[src/rtl/onehot_index_encoder.sv]
// Sequential one-hot/multi-hot to binary index encoder: emits every set bit's index, lowest first.
// Optional zero-bubble streaming between vectors when ONEHOT_INDEX_ENCODER_B2B_EN is defined.
`default_nettype none

module onehot_index_encoder #(
    parameter int  N = 4,
    localparam int W = (N > 1) ? $clog2(N) : 1
) (
    input  logic         clk,
    input  logic         rst_n,
    input  logic         in_valid,
    output logic         in_ready,
    input  logic [N-1:0] in_vec,
    output logic         out_valid,
    input  logic         out_ready,
    output logic [W-1:0] out_idx,
    output logic         out_last,
    output logic         out_none
);

    typedef enum logic {
        IDLE = 1'b0,
        EMIT = 1'b1
    } state_t;

    state_t         state;
    state_t         state_nxt;
    logic [N-1:0]   pend;
    logic [N-1:0]   pend_nxt;
    logic           none_r;
    logic           none_nxt;
    logic           in_hs;
    logic           out_hs;

    function automatic logic [W-1:0] lowest_idx(input logic [N-1:0] v);
        logic [W-1:0] idx;
        idx = '0;
        for (int i = N - 1; i >= 0; i--) begin
            if (v[i]) idx = W'(i);
        end
        return idx;
    endfunction

    function automatic logic [N-1:0] clear_lowest(input logic [N-1:0] v);
        return v & (v - N'(1));
    endfunction

    function automatic logic at_most_one(input logic [N-1:0] v);
        return clear_lowest(v) == '0;
    endfunction

`ifdef ONEHOT_INDEX_ENCODER_B2B_EN
    // Last beat leaving frees the slot in the same cycle, so a new vector can load without a bubble.
    assign in_ready = (state == IDLE) || (out_valid && out_last && out_ready);
`else
    assign in_ready = (state == IDLE);
`endif

    assign in_hs  = in_valid && in_ready;
    assign out_hs = out_valid && out_ready;

    always_comb begin
        state_nxt = state;
        pend_nxt  = pend;
        none_nxt  = none_r;
        if (out_hs) begin
            pend_nxt = clear_lowest(pend);
            if (out_last) state_nxt = IDLE;
        end
        // A new vector overrides the retiring one; only reachable on the last beat or from IDLE.
        if (in_hs) begin
            pend_nxt  = in_vec;
            none_nxt  = (in_vec == '0);
            state_nxt = EMIT;
        end
    end

    // Outputs are registered from next-state values so no in_* signal reaches out_* combinationally.
    always_ff @(posedge clk or negedge rst_n) begin
        if (!rst_n) begin
            state     <= IDLE;
            pend      <= '0;
            none_r    <= 1'b0;
            out_valid <= 1'b0;
            out_idx   <= '0;
            out_last  <= 1'b0;
            out_none  <= 1'b0;
        end else begin
            state     <= state_nxt;
            pend      <= pend_nxt;
            none_r    <= none_nxt;
            out_valid <= (state_nxt == EMIT);
            out_idx   <= (state_nxt == EMIT) ? lowest_idx(pend_nxt) : '0;
            out_last  <= (state_nxt == EMIT) && at_most_one(pend_nxt);
            out_none  <= (state_nxt == EMIT) && none_nxt;
        end
    end

endmodule

`default_nettype wire

[config.mk]
export PLATFORM = sky130hd
export DESIGN_NAME = onehot_index_encoder
export DESIGN_NICKNAME = d
export VERILOG_FILES = /design/src/rtl/onehot_index_encoder.sv
export SDC_FILE = /design/constraint.sdc
export NUM_CORES = 1
export LEC_CHECK = 0
export CORE_AREA = 4 4 41 43
export CTS_CLUSTER_DIAMETER = 60
export DETAILED_ROUTE_END_ITERATION = 8
export DIE_AREA = 0 0 45 47
export HOLD_SLACK_MARGIN = 0.1
export PLACE_DENSITY = 0.78
export SLEW_MARGIN = 20
export SYNTH_ARGS = -nofsm -noshare
export SYNTH_HDL_FRONTEND = slang
export SYNTH_SLANG_ARGS = --single-unit
[constraint.sdc]
create_clock -name clk -period 1.47 [get_ports clk]
set_input_delay 0.441 -clock clk [delete_from_list [all_inputs] [get_ports clk]]
set_output_delay 0.441 -clock clk [all_outputs]
set_load 0.05 [all_outputs]
==> impl_table.tex <==
\begin{tabular}{lr}
\hline
Metric & Value \\
\hline
\multicolumn{2}{l}{\textbf{Drt}} \\
\quad DRC & 0 \\
\quad Per-cell routed wire length & 15.0 um \\
\quad Antenna violation net count after detailed routing & 0 \\
\quad Total number of vias & 450 \\
\quad Number of DRC markers after the initial detailed-route iteration & 4 \\
\quad Post-detailed-routing wire length & 1320 um \\
\quad Routed vias/inst & 5.11 \\
\quad Detailed Routing Iterations Pass 1 & 4 \\
\multicolumn{2}{l}{\textbf{Critical path}} \\
\quad Largest fanout on the critical path & 7 \\
\quad Data required, critical path & 1.03 ns \\
\quad Nature of the critical path endpoint & output port \\
\quad Worst endpoint data arrival time & 1.03 ns \\
\quad Worst Setup Path Type & flip-flop to output port \\
\quad Startpoint types & flip-flop \\
\multicolumn{2}{l}{\textbf{STA}} \\
\quad Max-Slew Margin vs Limit & 0.832 \\
\quad Post-route fraction of the period consumed by the critical path & 1.00 \\
\quad Clock period minus final worst setup slack & 1.47 ns \\
\quad Unrepaired setup endpoints after global routing & true \\
\quad Maximum clock frequency & 678 MHz \\
\quad Worst Setup Slack, final & -0.00446 ns \\
\quad Number of hold violations in the final report & 0 \\
\quad Worst Clk Skew & 0.00318 ns \\
\quad Final max-slew violation count & 0 \\
\quad Slew at the pin with the worst max-slew slack & 0.252 ns \\
\quad Number of endpoints failing setup at the final stage & 1 \\
\multicolumn{2}{l}{\textbf{Logic synthesis}} \\
\quad Share of synthesized registers carrying an async set or reset & 1.00 \\
\quad Post-synthesis cell count & 45 \\
\quad Yosys cell types & 29 \\
\quad Top-count cell post-synth & dfrtp\_1 \\
\quad Net count after synthesis & 53 \\
\quad Post-Synthesis Mean Instance Area & 11.8 um2 \\
\quad Most frequent cells after synthesis & 10 x dfrtp\_1, 4 x nand2\_1, 3 x inv\_1 \\
\quad Number of synthesized flops with an enable pin & 0 \\
\quad Cell types with the largest area share after synthesis & dfrtp\_1 47\%, buf\_6 4.2\%, mux2i\_4 4.2\% \\
\quad Post-synthesis instance area & 533 um2 \\
\quad Warnings from Yosys & 0 \\
\quad Ys flop type & dfrtp\_1 \\
\quad Post-synthesis sequential area ratio & 0.469 \\
\quad Area leader, netlist & dfrtp\_1 \\
\quad Synth Register Bits & 10 \\
\quad Area share of the leading cell type in the synthesized netlist & 0.469 \\
\multicolumn{2}{l}{\textbf{Cells and area}} \\
\quad Number of filler instances in the final layout & 108 \\
\quad Fraction of final layout cells sized beyond drive strength 1 & 0.507 \\
\quad Final nets & 82 \\
\quad Area added between synthesis and finish & 70.4\% \\
\quad Area occupied by registers & 251 um2 \\
\quad Area of the multi-input gates & 304 um2 \\
\quad Antenna cell count & 0 \\
\multicolumn{2}{l}{\textbf{Floorplan}} \\
\quad Initial Utilization & 0.410 \\
\quad Die height & 47 um \\
\quad Area of the core & 0.00130 mm2 \\
\quad Die extent in x & 45 um \\
\quad Die Footprint & 0.00212 mm2 \\
\quad Number of ports placed on the die boundary & 14 \\
\quad Cell Rows & 13 \\
\multicolumn{2}{l}{\textbf{Clocking}} \\
\quad Clock slew at the register clock pins of the worst setup and hold paths & 0.07 ns \\
\quad Number of CTS-inserted buffers & 3 \\
\quad TritonCTS sink count & 10 \\
\quad Insertion delay to the later sink of the worst-skew pair & 0.27 ns \\
\quad CTS H-tree lvls & 1 \\
\quad Largest buffer count on any clock path & 2 \\
\quad Cell chosen for the clock root & clkbuf\_4 \\
\quad Clock tree from TritonCTS & built \\
\quad Hold\_buf cts & 0 \\
\multicolumn{2}{l}{\textbf{Global route}} \\
\quad Remaining Overflow, GRT & 0 \\
\quad Global-route wire length before repair & 1990 um \\
\quad Antenna violations before repair & 0 \\
\quad Largest net degree at the start of global routing & 8 \\
\quad Global routing usage summed across all routing layers & 0.136 \\
\quad Number of global-route vias before repair & 465 \\
\multicolumn{2}{l}{\textbf{Flow run}} \\
\quad Maximum capacitance violations & 0 \\
\multicolumn{2}{l}{\textbf{Placement}} \\
\quad Placement-stage worst setup slack & -0.478 ns \\
\quad Detail Placement HPWL & 953 um \\
\quad Number of port buffers & 13 \\
\quad Weighted congestion at the end of routability-driven global placement & 0.846 \\
\multicolumn{2}{l}{\textbf{Power}} \\
\quad Worst vdd ir & 1.11 mV \\
\quad Total power & 1.99 mW \\
\quad Leak & 0.417 nW \\
\quad Power Density & 2200 mW/mm2 \\
\multicolumn{2}{l}{\textbf{Outcome}} \\
\quad Violated checks & setup timing \\
\quad Result of the run & complete, but fails checks \\
\multicolumn{2}{l}{\textbf{Min path}} \\
\quad Hold crit path type & primary input to asynchronous set/reset pin \\
\hline
\end{tabular}
[worst paths after layout]
kind	endpoint	slack, ns	cells after the start	startpoint
max in group asynchronous	pend[3]	0.71	2	rst_n
min	pend[0]	0.40	1	rst_n
min in group clk	none_r	0.48	2	none_r
max reg2reg	out_idx[1]	0.07	5	state
min reg2reg	none_r	0.48	2	none_r
max	in_ready	-0.004	2	state
[stage by stage]
step	instances	area (um2)	hold slack (ns)	setup TNS, ns	utilization
after floorplan	45	546	0.145	-0.184	-
after global placement	79	792	0.478	-2.47	0.609
after detailed placement	79	792	0.491	-2.79	0.609
after CTS	85	871	0.402	-0.0120	0.669
after global routing	88	908	0.411	-0.0636	0.698
final	88	908	0.397	-0.00446	0.698
[sequential cells by signal (all words and copies together), names as in the netlist]
register	cells
out_last	1
pend	4
none_r	1
out_none	1
state	1
out_idx	2
[critical path, stage by stage, from the launching register on]
cell        delay (ns)
dfrtp_2           0.46
clkinvlp_4        0.15
buf_12            0.16
[timing repair]
action | in CTS | in global routing
gates resized for setup | 9 | 2
pin swaps | 3 | 1
buffers inserted | 2 | 3
setup endpoints to repair | 6 | 3
[cell families after synthesis]
| family | after synthesis | synth area share |
|---|---|---|
| AND/OR/NAND/NOR | 15 | 0.178 |
| flip-flops | 10 | 0.469 |
| multiplexers | 4 | 0.101 |
| AO/OA/AOI/OAI | 11 | 0.188 |
| buffers and inverters | 5 | 0.0634 |
[cell type report]
cell class	instances	area share
Sequential cell	10	0.277
Multi-Input combinational cell	30	0.335
Clock buffer	4	0.0399
Timing Repair Buffer	26	0.311
Tap cell	15	0.0207
Inverter	3	0.0165
[routing by layer]
| layer | track usage | share of wire |
|---|---|---|
| met4 | 0.0702 | 0.021 |
| met3 | 0.0230 | 0.041 |
| met2 | 0.251 | 0.54 |
| met1 | 0.148 | 0.39 |
| met5 | 0 | 0 |
[where the power goes]
group          internal, mW  switching [mW]  leakage [nW]  total [mW]
clock                 0.151           0.100        0.0210       0.251
sequential            0.381           0.131         0.128       0.512
combinational         0.649           0.582         0.268        1.23
total                  1.18           0.813         0.417        1.99
[cell usage in the layout (no fill, tap or decap), types with 2 or more instances in the layout]
| cell type | instances |
|---|---|
| buf_4 | 13 |
| buf_12 | 6 |
| nor2_2 | 2 |
| inv_1 | 2 |
| clkdlybuf4s50_1 | 3 |
| dfrtp_1 | 9 |
| dlygate4sd2_1 | 4 |
| mux2i_1 | 2 |
| clkbuf_4 | 3 |
| nand2_1 | 4 |
(Power assumes the default switching activity.)
